## config.mk

```make
export PLATFORM = sky130hd
export DESIGN_NAME = score_tracker
export DESIGN_NICKNAME = d
export VERILOG_FILES = /design/src/rtl/pong_pkg.sv /design/src/rtl/score_counter.sv /design/src/rtl/score_tracker.sv
export SDC_FILE = /design/constraint.sdc
export NUM_CORES = 1
export LEC_CHECK = 0
export ABC_AREA = 1
export CELL_PAD_IN_SITES_DETAIL_PLACEMENT = 1
export CELL_PAD_IN_SITES_GLOBAL_PLACEMENT = 1
export CORE_ASPECT_RATIO = 1.1
export CORE_MARGIN = 1.5
export CORE_UTILIZATION = 36
export DETAILED_ROUTE_END_ITERATION = 6
export PLACE_DENSITY = 0.88
export SYNTH_ARGS = -nofsm -noshare
export SYNTH_HDL_FRONTEND = slang
export SYNTH_SLANG_ARGS = --single-unit
export TNS_END_PERCENT = 10
```

## constraint.sdc

```tcl
create_clock -name clk -period 2.2 [get_ports clk]
set_input_delay 0.44 -clock clk [delete_from_list [all_inputs] [get_ports clk]]
set_output_delay 0.44 -clock clk [all_outputs]
set_load 0.01 [all_outputs]
```

## src/rtl/pong_pkg.sv

```systemverilog
// Shared pong definitions: FSM state encoding and default screen and paddle geometry.
package pong_pkg;

    typedef enum logic [1:0] {
        ST_IDLE       = 2'd0,
        ST_SERVE_WAIT = 2'd1,
        ST_PLAY       = 2'd2,
        ST_GAME_OVER  = 2'd3
    } state_t;

    localparam int DEF_COORD_W       = 16;
    localparam int DEF_SCREEN_WIDTH  = 640;
    localparam int DEF_PADDLE_HEIGHT = 80;
    localparam int DEF_PADDLE_MARGIN = 20;
    localparam int DEF_MAX_SCORE     = 9;
    localparam int DEF_SCORE_W       = 4;
    localparam int DEF_SERVE_DELAY   = 60;

endpackage

```

## src/rtl/score_counter.sv

```systemverilog
// One player's score: synchronous clear, increment that saturates at max_score, at_max flag.
module score_counter #(
    parameter int SCORE_W   = 4,
    parameter int MAX_SCORE = 9
) (
    input  logic               clk,
    input  logic               rst_n,
    input  logic               clr,
    input  logic               inc,
    output logic [SCORE_W-1:0] score,
    output logic               at_max
);

    localparam logic [SCORE_W-1:0] MAX_VAL = SCORE_W'(MAX_SCORE);

    logic [SCORE_W-1:0] score_r;

    // Score register: clear wins over increment, increment stops at the maximum.
    always_ff @(posedge clk or negedge rst_n) begin
        if (!rst_n) begin
            score_r <= {SCORE_W{1'b0}};
        end else if (clr) begin
            score_r <= {SCORE_W{1'b0}};
        end else if (inc && (score_r != MAX_VAL)) begin
            score_r <= score_r + SCORE_W'(1);
        end else begin
            score_r <= score_r;
        end
    end

    assign score  = score_r;
    assign at_max = (score_r == MAX_VAL);

endmodule

```

## src/rtl/score_tracker.sv

```systemverilog
// Pong game controller: serve delay, per-frame miss detection, scoring and game-over handling.
module score_tracker
    import pong_pkg::*;
#(
    parameter int COORD_W       = DEF_COORD_W,
    parameter int SCREEN_WIDTH  = DEF_SCREEN_WIDTH,
    parameter int PADDLE_HEIGHT = DEF_PADDLE_HEIGHT,
    parameter int PADDLE_MARGIN = DEF_PADDLE_MARGIN,
    parameter int MAX_SCORE     = DEF_MAX_SCORE,
    parameter int SCORE_W       = DEF_SCORE_W,
    parameter int SERVE_DELAY   = DEF_SERVE_DELAY
) (
    input  logic               clk,
    input  logic               rst_n,
    input  logic               frame_tick,
    input  logic               start,
    input  logic               clear,
    input  logic [COORD_W-1:0] ball_x,
    input  logic [COORD_W-1:0] ball_y,
    input  logic [COORD_W-1:0] paddle1_y,
    input  logic [COORD_W-1:0] paddle2_y,
    output logic [SCORE_W-1:0] score1,
    output logic [SCORE_W-1:0] score2,
    output logic               point_p1,
    output logic               point_p2,
    output logic               ball_reset,
    output logic               serve_dir,
    output logic               game_over,
    output logic               winner,
    output logic [1:0]         state_o
);

    localparam int CNT_W = $clog2(SERVE_DELAY + 1);
    localparam int XW    = COORD_W + 1;

    localparam logic [CNT_W-1:0]   CNT_LAST  = CNT_W'(SERVE_DELAY - 1);
    localparam logic [SCORE_W-1:0] SCORE_PRE = SCORE_W'(MAX_SCORE - 1);
    localparam logic [XW-1:0]      X_P2_LO   = XW'(SCREEN_WIDTH - PADDLE_MARGIN);
    localparam logic [XW-1:0]      X_END     = XW'(SCREEN_WIDTH);
    localparam logic [XW-1:0]      X_P1_HI   = XW'(PADDLE_MARGIN);
    localparam logic [XW-1:0]      PAD_H     = XW'(PADDLE_HEIGHT);

    state_t             state_r, state_nxt_s;
    logic [CNT_W-1:0]   cnt_r, cnt_nxt_s;
    logic               point_p1_r, point_p1_nxt_s;
    logic               point_p2_r, point_p2_nxt_s;
    logic               ball_reset_r, ball_reset_nxt_s;
    logic               serve_dir_r, serve_dir_nxt_s;
    logic               game_over_r, game_over_nxt_s;
    logic               winner_r, winner_nxt_s;
    logic               inc1_s, inc2_s, sc_clr_s;
    logic               at_max1_s, at_max2_s;
    logic [SCORE_W-1:0] score1_s, score2_s;

    // Coordinates are widened by one bit so paddle_y + height cannot wrap.
    logic [XW-1:0] bx_s, by_s, p1_bot_s, p2_bot_s;
    logic          p1_miss_s, p2_miss_s;

    assign bx_s      = {1'b0, ball_x};
    assign by_s      = {1'b0, ball_y};
    assign p1_bot_s  = {1'b0, paddle1_y} + PAD_H;
    assign p2_bot_s  = {1'b0, paddle2_y} + PAD_H;
    assign p2_miss_s = (bx_s >= X_P2_LO) && (bx_s < X_END) &&
                       ((by_s < {1'b0, paddle2_y}) || (by_s >= p2_bot_s));
    assign p1_miss_s = (bx_s < X_P1_HI) &&
                       ((by_s < {1'b0, paddle1_y}) || (by_s >= p1_bot_s));

    score_counter #(.SCORE_W(SCORE_W), .MAX_SCORE(MAX_SCORE)) u_score1 (
        .clk(clk), .rst_n(rst_n), .clr(sc_clr_s), .inc(inc1_s),
        .score(score1_s), .at_max(at_max1_s)
    );

    score_counter #(.SCORE_W(SCORE_W), .MAX_SCORE(MAX_SCORE)) u_score2 (
        .clk(clk), .rst_n(rst_n), .clr(sc_clr_s), .inc(inc2_s),
        .score(score2_s), .at_max(at_max2_s)
    );

    // Next-state and next-output logic; clear overrides every state.
    always_comb begin
        state_nxt_s      = state_r;
        cnt_nxt_s        = cnt_r;
        point_p1_nxt_s   = 1'b0;
        point_p2_nxt_s   = 1'b0;
        ball_reset_nxt_s = 1'b0;
        serve_dir_nxt_s  = serve_dir_r;
        game_over_nxt_s  = game_over_r;
        winner_nxt_s     = winner_r;
        inc1_s           = 1'b0;
        inc2_s           = 1'b0;
        sc_clr_s         = 1'b0;
        if (clear) begin
            state_nxt_s     = ST_IDLE;
            cnt_nxt_s       = {CNT_W{1'b0}};
            game_over_nxt_s = 1'b0;
            sc_clr_s        = 1'b1;
        end else begin
            case (state_r)
                ST_IDLE: begin
                    if (start) begin
                        sc_clr_s        = 1'b1;
                        serve_dir_nxt_s = 1'b1;
                        cnt_nxt_s       = {CNT_W{1'b0}};
                        game_over_nxt_s = 1'b0;
                        state_nxt_s     = ST_SERVE_WAIT;
                    end else begin
                        state_nxt_s = ST_IDLE;
                    end
                end
                ST_SERVE_WAIT: begin
                    if (frame_tick && (cnt_r == CNT_LAST)) begin
                        cnt_nxt_s        = {CNT_W{1'b0}};
                        ball_reset_nxt_s = 1'b1;
                        state_nxt_s      = ST_PLAY;
                    end else if (frame_tick) begin
                        cnt_nxt_s = cnt_r + CNT_W'(1);
                    end else begin
                        cnt_nxt_s = cnt_r;
                    end
                end
                ST_PLAY: begin
                    // Simultaneous misses on both sides are ignored.
                    if (frame_tick && (p1_miss_s != p2_miss_s)) begin
                        cnt_nxt_s = {CNT_W{1'b0}};
                        if (p2_miss_s) begin
                            inc1_s          = !at_max1_s;
                            point_p1_nxt_s  = 1'b1;
                            serve_dir_nxt_s = 1'b1;
                            if (score1_s == SCORE_PRE) begin
                                state_nxt_s     = ST_GAME_OVER;
                                game_over_nxt_s = 1'b1;
                                winner_nxt_s    = 1'b0;
                            end else begin
                                state_nxt_s = ST_SERVE_WAIT;
                            end
                        end else begin
                            inc2_s          = !at_max2_s;
                            point_p2_nxt_s  = 1'b1;
                            serve_dir_nxt_s = 1'b0;
                            if (score2_s == SCORE_PRE) begin
                                state_nxt_s     = ST_GAME_OVER;
                                game_over_nxt_s = 1'b1;
                                winner_nxt_s    = 1'b1;
                            end else begin
                                state_nxt_s = ST_SERVE_WAIT;
                            end
                        end
                    end else begin
                        state_nxt_s = ST_PLAY;
                    end
                end
                ST_GAME_OVER: begin
                    if (start) begin
                        sc_clr_s        = 1'b1;
                        game_over_nxt_s = 1'b0;
                        serve_dir_nxt_s = ~winner_r;
                        cnt_nxt_s       = {CNT_W{1'b0}};
                        state_nxt_s     = ST_SERVE_WAIT;
                    end else begin
                        state_nxt_s = ST_GAME_OVER;
                    end
                end
                default: begin
                    state_nxt_s = ST_IDLE;
                    cnt_nxt_s   = {CNT_W{1'b0}};
                end
            endcase
        end
    end

    // State, delay counter and registered outputs.
    always_ff @(posedge clk or negedge rst_n) begin
        if (!rst_n) begin
            state_r      <= ST_IDLE;
            cnt_r        <= {CNT_W{1'b0}};
            point_p1_r   <= 1'b0;
            point_p2_r   <= 1'b0;
            ball_reset_r <= 1'b0;
            serve_dir_r  <= 1'b1;
            game_over_r  <= 1'b0;
            winner_r     <= 1'b0;
        end else begin
            state_r      <= state_nxt_s;
            cnt_r        <= cnt_nxt_s;
            point_p1_r   <= point_p1_nxt_s;
            point_p2_r   <= point_p2_nxt_s;
            ball_reset_r <= ball_reset_nxt_s;
            serve_dir_r  <= serve_dir_nxt_s;
            game_over_r  <= game_over_nxt_s;
            winner_r     <= winner_nxt_s;
        end
    end

    assign score1     = score1_s;
    assign score2     = score2_s;
    assign point_p1   = point_p1_r;
    assign point_p2   = point_p2_r;
    assign ball_reset = ball_reset_r;
    assign serve_dir  = serve_dir_r;
    assign game_over  = game_over_r;
    assign winner     = winner_r;
    assign state_o    = state_r;

endmodule

```

Word level (Yosys, flattened, before mapping)

Index checks and enable logic that the tools add are counted.

Flip-flop bits (word level): 22
Input bits: 69
Output and inout port bits: 16
Logic and storage cells: 121

Add/subtract/negate cells: 5
Order comparisons: 7
Equal/unequal tests: 21
Muxes and demuxes: 54
Bitwise gates (word level): 2
Reduce and logical (&&, ||, !) cells: 22

Operators by type and width:

| kind                  | count |
|---|---|
| $add 16x7->17 const B | 2 |
| $ge 16x17->1          | 2 |
| $mux 1                | 34 |
| $lt 16x16->1          | 2 |
| $mux 6                | 5 |
| $ne 4x4->1 const B    | 5 |
| $pmux 6 s3            | 1 |
| $eq 4x4->1 const B    | 4 |
| $ge 16x10->1 const B  | 1 |
| $lt 16x10->1 const B  | 1 |
| $lt 16x5->1 const B   | 1 |
| $mux 4                | 4 |
| $reduce_and 5->1      | 3 |
| $mux 2                | 7 |
| $add 4x1->4 const B   | 2 |
| $pmux 2 s4            | 1 |
| $logic_and 1x1->1     | 7 |
| $add 6x1->6 const B   | 1 |
| $eq 6x6->1 const B    | 1 |
| $ne 2x2->1 const B    | 3 |
| $ne 3x3->1 const B    | 2 |
| $reduce_bool 2->1     | 3 |
| $reduce_bool 3->1     | 2 |
| $eq 2x2->1 const B    | 2 |
| 12 further kinds      | 15 |

Longest topological paths before layout

Depth in word-level cells: 12
Mapped depth: 26
Depth with buffers taken out: 25

Modules after synthesis

A second synthesis with hierarchy kept.

Cell total of the unflattened synthesis: 544
Area total of the unflattened synthesis: 3,560.9 µm²

By module, submodules not included:

| module        | instances | cells an instance | area each (µm²) | seq. area each (µm²) |
|---|---|---|---|---|
| score_tracker | 1         | 484               | 3,095.5         | 351.6 |
| score_counter | 2         | 30                | 232.7           | 100.1 |

Least setup slack after synthesis

No wires, ideal clock.

Kind: input to register
Start: input port paddle2_y[4]
End: register cnt_r[2]
Setup time: 0.119 ns
Data arrival time: 2.788 ns
Required time: 2.081 ns
Slack: -0.707 ns
Stages on the path: 23
Buffers on the path: 1
Cells stage by stage: inv_1 > o21ai_0 > nand3_1 > nor2_1 > nand2_1 > nor2_1 > nand3_1 > xor2_1 > ha_1 > inv_1 > nor2_1 > nand4_1 > o21ai_0 > nand2_1 > nand3_2 > nand2_2 > nand2_4 > nand2_2 > nand3_4 > nand2_4 > buf_12 > nand2_2 > o21ai_2

Longest elaborated chain between the ends: 8
Elaborated cells between the ends (all ways): 9
Those cells by class: add/sub: 1; order compare: 2; eq/ne: 2; reduce/logical: 4

Ends and longest elaborated chain:

| what                         | RTL line             | text |
|---|---|---|
| from (decl)                  | score_tracker.sv:21  | `input logic [COORD_W-1:0] paddle2_y,` |
| $add 16x7->17                | score_tracker.sv:62  | `assign p2_bot_s = {1'b0, paddle2_y} + PAD_H;` |
| $ge 16x17->1                 | score_tracker.sv:64  | `((by_s < {1'b0, paddle2_y}) \|\| (by_s >= p2_bot_s));` |
| $logic_or 1x1->1 *           | score_tracker.sv:64  |  |
| $logic_and 1x1->1 *          | score_tracker.sv:63  | `assign p2_miss_s = (bx_s >= X_P2_LO) && (bx_s < X_END) &&` |
| $ne 1x1->1 *                 | score_tracker.sv:122 | `if (frame_tick && (p1_miss_s != p2_miss_s)) begin` |
| $logic_and 1x1->1 *          | score_tracker.sv:122 |  |
| $ne 3x3->1 (no line) *       | --                   |  |
| $reduce_and 3->1 (no line) * | --                   |  |
| to (signal assigned)         | score_tracker.sv:174 | `cnt_r <= {CNT_W{1'b0}};` |
| to (signal assigned)         | score_tracker.sv:183 | `cnt_r <= cnt_nxt_s;` |
| to (decl)                    | score_tracker.sv:44  | `logic [CNT_W-1:0] cnt_r, cnt_nxt_s;` |

Every way passes the cells marked *; elsewhere a longest branch is shown, timed or not.
A chain may end at the register's enable or synchronous reset.

Worst setup path after layout

Start: input port paddle1_y[7]
End: register u_score1.score_r[0], in the netlist u_score1.score[0]

Longest elaborated chain between the ends: 11
Elaborated cells between the ends (all ways): 12
Those cells by class: add/sub: 1; order compare: 2; eq/ne: 1; mux: 3; reduce/logical: 5

Ends and longest elaborated chain:

| what                          | RTL line             | text |
|---|---|---|
| from (decl)                   | score_tracker.sv:20  | `input logic [COORD_W-1:0] paddle1_y,` |
| $add 16x7->17                 | score_tracker.sv:61  | `assign p1_bot_s = {1'b0, paddle1_y} + PAD_H;` |
| $ge 16x17->1                  | score_tracker.sv:66  | `((by_s < {1'b0, paddle1_y}) \|\| (by_s >= p1_bot_s));` |
| $logic_or 1x1->1 *            | score_tracker.sv:66  |  |
| $logic_and 1x1->1 *           | score_tracker.sv:65  | `assign p1_miss_s = (bx_s < X_P1_HI) &&` |
| $ne 1x1->1 *                  | score_tracker.sv:122 |  |
| $logic_and 1x1->1 *           | score_tracker.sv:122 |  |
| $mux 1 *                      | score_tracker.sv:122 |  |
| $mux 1 *                      | score_tracker.sv:97  | `case (state_r)` |
| $mux 1 *                      | score_tracker.sv:91  | `if (clear) begin` |
| $logic_and 1x1->1 *           | score_counter.sv:24  | `end else if (inc && (score_r != MAX_VAL)) begin` |
| $reduce_bool 2->1 (no line) * | --                   |  |
| to (signal assigned)          | score_counter.sv:23  | `score_r <= {SCORE_W{1'b0}};` |
| to (signal assigned)          | score_counter.sv:25  | `score_r <= score_r + SCORE_W'(1);` |
| to (signal assigned)          | score_counter.sv:27  | `score_r <= score_r;` |
| to (decl)                     | score_counter.sv:16  | `logic [SCORE_W-1:0] score_r;` |

Marks and branches as above.

==> out/results.ini <==
[run_status]
status = finished, violations left
violations = negative setup slack

[place]
dp_hpwl_mm = 10.9
routabilityCongestion = 0.883
placed_area_mm2 = 0.00502
portBuffers = 82

[sta]
report.final.hold_viol_count = 0
fin_skew_ps = 4.41
tightestPinTransition_ps = 576
setup_viol = 21
timing.final.ws_setup_ps = -930
post-route-period-util = 1.42
relSlewSlack = 0.606
finalCriticalPeriod_ps = 3130
fmax_mhz = 319
rsz0062_at_grt = true
fin_tns_setup_ps = -17140
slew_violations = 0

[global_routing]
grt_max_degree = 23
overflow = 0
grt_pass1_wl_mm = 22.4
grt_use_total = 0.266
antenna_found_initial = 0
grt_pass1_vias = 4779

[yosys]
syn_area_mm2 = 0.00356
synth_fp_nets = 672
synth-seq-cells = 22
synth_area_leaders = ha_1 25%, dfrtp_1 15%, nand2_1 12%
synthCells = 532
syn_area_per_cell_um2 = 6.70
synth_warnings = 0
synth_seq_area_share = 0.155
ys_types = 38
netlist.area_leader.share = 0.249
synth_top_cell_by_area = ha_1

[floorplan]
die_x_um = 97.9
initial_core_util = 0.375
ioPinCount = 85
design.core.area_mm2 = 0.00949
die_y_um = 107
rows = 37
die-area_mm2 = 0.0105

[cts]
clock_sinks = 22
cts-htree-levels = 1
clock_path_buffers = 2
clock_latency_ps = 280
root_buffer = clkbuf_8
clk_pin_slew_worst_paths_ps = 90
numCtsBuffers = 3
tritoncts = yes

[final_layout]
insertedDiodeCount = 0
layout.nets = 836
syn2layout_area_growth_pct = 52.9
layout-drive-gt1-share = 0.239
final_area_mm2 = 0.00545
final_core_util = 0.574
n_fill_cell = 1192

[detailed_routing]
vias = 4472
wl_met2_mm = 8.76
drc = 0
dr.pass1.iters = 4
wl_per_cell_um = 19.9
drtIter0Drc = 210
top_layer_used = met4
avgViaCountPerCell = 5.51
dr_wl_met3_um = 604
ant_nets = 0
drt-met1-wl_mm = 5.90
drt_wl_total_mm = 16.2

[setup_path]
critical_path.startpoint_type = input port
r2r_end = u_score1.score[1]$_DFFE_PN0P_
r2r_start = state_o[0]$_DFFE_PN0P_
arrival_ps = 3350
worstRegToRegCells = 8
critPathRequiredTime_ps = 2420
end_kind = register
r2r_slack_ps = 110
cp_max_fo = 5
crit_type = in2reg

[min_path]
hold_class = reg2reg
hp-start = serve_dir$_DFFE_PN1P_
min_to = serve_dir$_DFFE_PN1P_
hold_depth = 2

[pwr]
max-vdd-ir-drop_v = 0.000300
power_mw = 2.59
p_per_area_mw_per_mm2 = 475
static-leakage-power_nw = 2.78

[job]
drv_cap = 0

[area by class of cell]
type                    count  area, um^2  area share
repair buffers            162        1420       0.260
flip-flops and latches     22         552       0.101
clock inverters             1        30.0     0.00551
well taps                 117         146      0.0269
multi-input cells         423        2950       0.541
inverters                  84         315      0.0579
clock buffers               3        41.3     0.00758
[placed cells by master (no fill, tap or decap), drive strengths merged, types with 4 or more instances in the layout]
cell type	instances
dfrtp	21
dlygate4sd2	6
nor2	65
xor2	25
clkdlybuf4s50	66
a21oi	26
o21ai	21
inv	83
buf	87
nand2	128
ha	71
nor3	11
clkbuf	4
nand3	37
nand4	19
a21o	4
[timing repair]
item                                    CTS  global route
endpoints found under the setup margin   21            21
hold buffers                              0             0
pin swaps                                25            36
setup buffers                             8             6
gates cloned                              0             0
gates resized for setup                  71            44
[layer usage]
metal  track usage  vias up
li1              -     2063
met4         0.107        0
met2         0.548      169
met5             0        -
met3        0.0260       72
met1         0.268     2168
[stage by stage]
step,std cells,hold slack [ps],setup WS [ps]
4_1_cts,806,492,-821
2_1_floorplan,532,144,-590
3_5_place_dp,794,477,-1630
3_3_place_gp,794,460,-1340
5_1_grt,812,516,-1060
6_report,812,482,-930
[cell usage after synthesis]
master / count
a2111oi_0: 1
xor2_1: 25
o22ai_1: 1
nand4_1: 19
nand2_4: 2
nor4_1: 2
nor2_2: 1
nand3b_1: 2
a21oi_1: 26
inv_2: 4
buf_2: 1
dfstp_2: 1
nor2_4: 1
xnor2_1: 2
or2_0: 1
nand3_2: 3
nor2_1: 63
nand3_1: 33
and3_1: 1
o21ai_0: 15
a211oi_1: 1
a31oi_1: 1
clkinv_1: 2
buf_12: 1
dfrtp_1: 21
o211ai_1: 1
nor3_1: 11
o21a_1: 1
o21bai_1: 1
o21ai_2: 6
nand3_4: 1
a21o_1: 4
or4_1: 1
nand2_2: 8
nand2_1: 118
clkbuf_1: 1
inv_1: 78
ha_1: 71
[critical path: stages]
cell,delay (ps)
buf_2,100
inv_2,50
nor3_4,200
inv_2,70
nor2_4,100
inv_2,80
nor3_4,160
nand3_1,120
xor2_1,180
inv_1,120
ha_4,300
nand2_2,60
nor2_1,90
nand4_1,120
nand3b_1,120
nand2_2,80
nand2_2,90
inv_2,50
nand2_2,50
nand2_2,70
nand2_4,110
nand4_1,240
nand3_2,200
nand2_1,80
nand2_1,70
[logic make-up (layout without fill, tap and decap cells)]
| group | count (synthesis) | in the layout | synth area share |
|---|---|---|---|
| AO/OA/AOI/OAI | 58 | 58 | 0.0952 |
| buffers and inverters | 87 | 250 | 0.0966 |
| AND/OR/NAND/NOR | 267 | 267 | 0.338 |
| flip-flops | 22 | 22 | 0.155 |
| XOR/XNOR | 27 | 27 | 0.0664 |
| adder cells (fa/ha/maj) | 71 | 71 | 0.249 |
[how the worst max path moves through the flow]
stage | start | end | cells past startpoint
floorplan | paddle1_y[8] | cnt_r[2]$_DFFE_PN0P_ | 26
global placement | paddle1_y[7] | u_score2.score[0]$_DFFE_PN0P_ | 26
detailed placement | paddle2_y[4] | u_score1.score[1]$_DFFE_PN0P_ | 22
CTS | paddle1_y[5] | u_score1.score[3]$_DFFE_PN0P_ | 25
global route | paddle1_y[7] | u_score1.score[1]$_DFFE_PN0P_ | 25
finish | paddle1_y[7] | u_score1.score[0]$_DFFE_PN0P_ | 25
[power by group]
part / switching (mW) / internal (mW) / leakage [nW]
Combinational: 0.974 / 0.667 / 2.44
Sequential: 0.0832 / 0.470 / 0.300
Clock: 0.154 / 0.244 / 0.0357
[registers in the layout (all words and copies together), names as in the netlist]
signal          count
point_p2            1
cnt_r               6
winner              1
u_score2.score      4
game_over           1
ball_reset          1
u_score1.score      4
state_o             2
point_p1            1
serve_dir           1
Note: power is estimated with default switching activity, not from simulation.
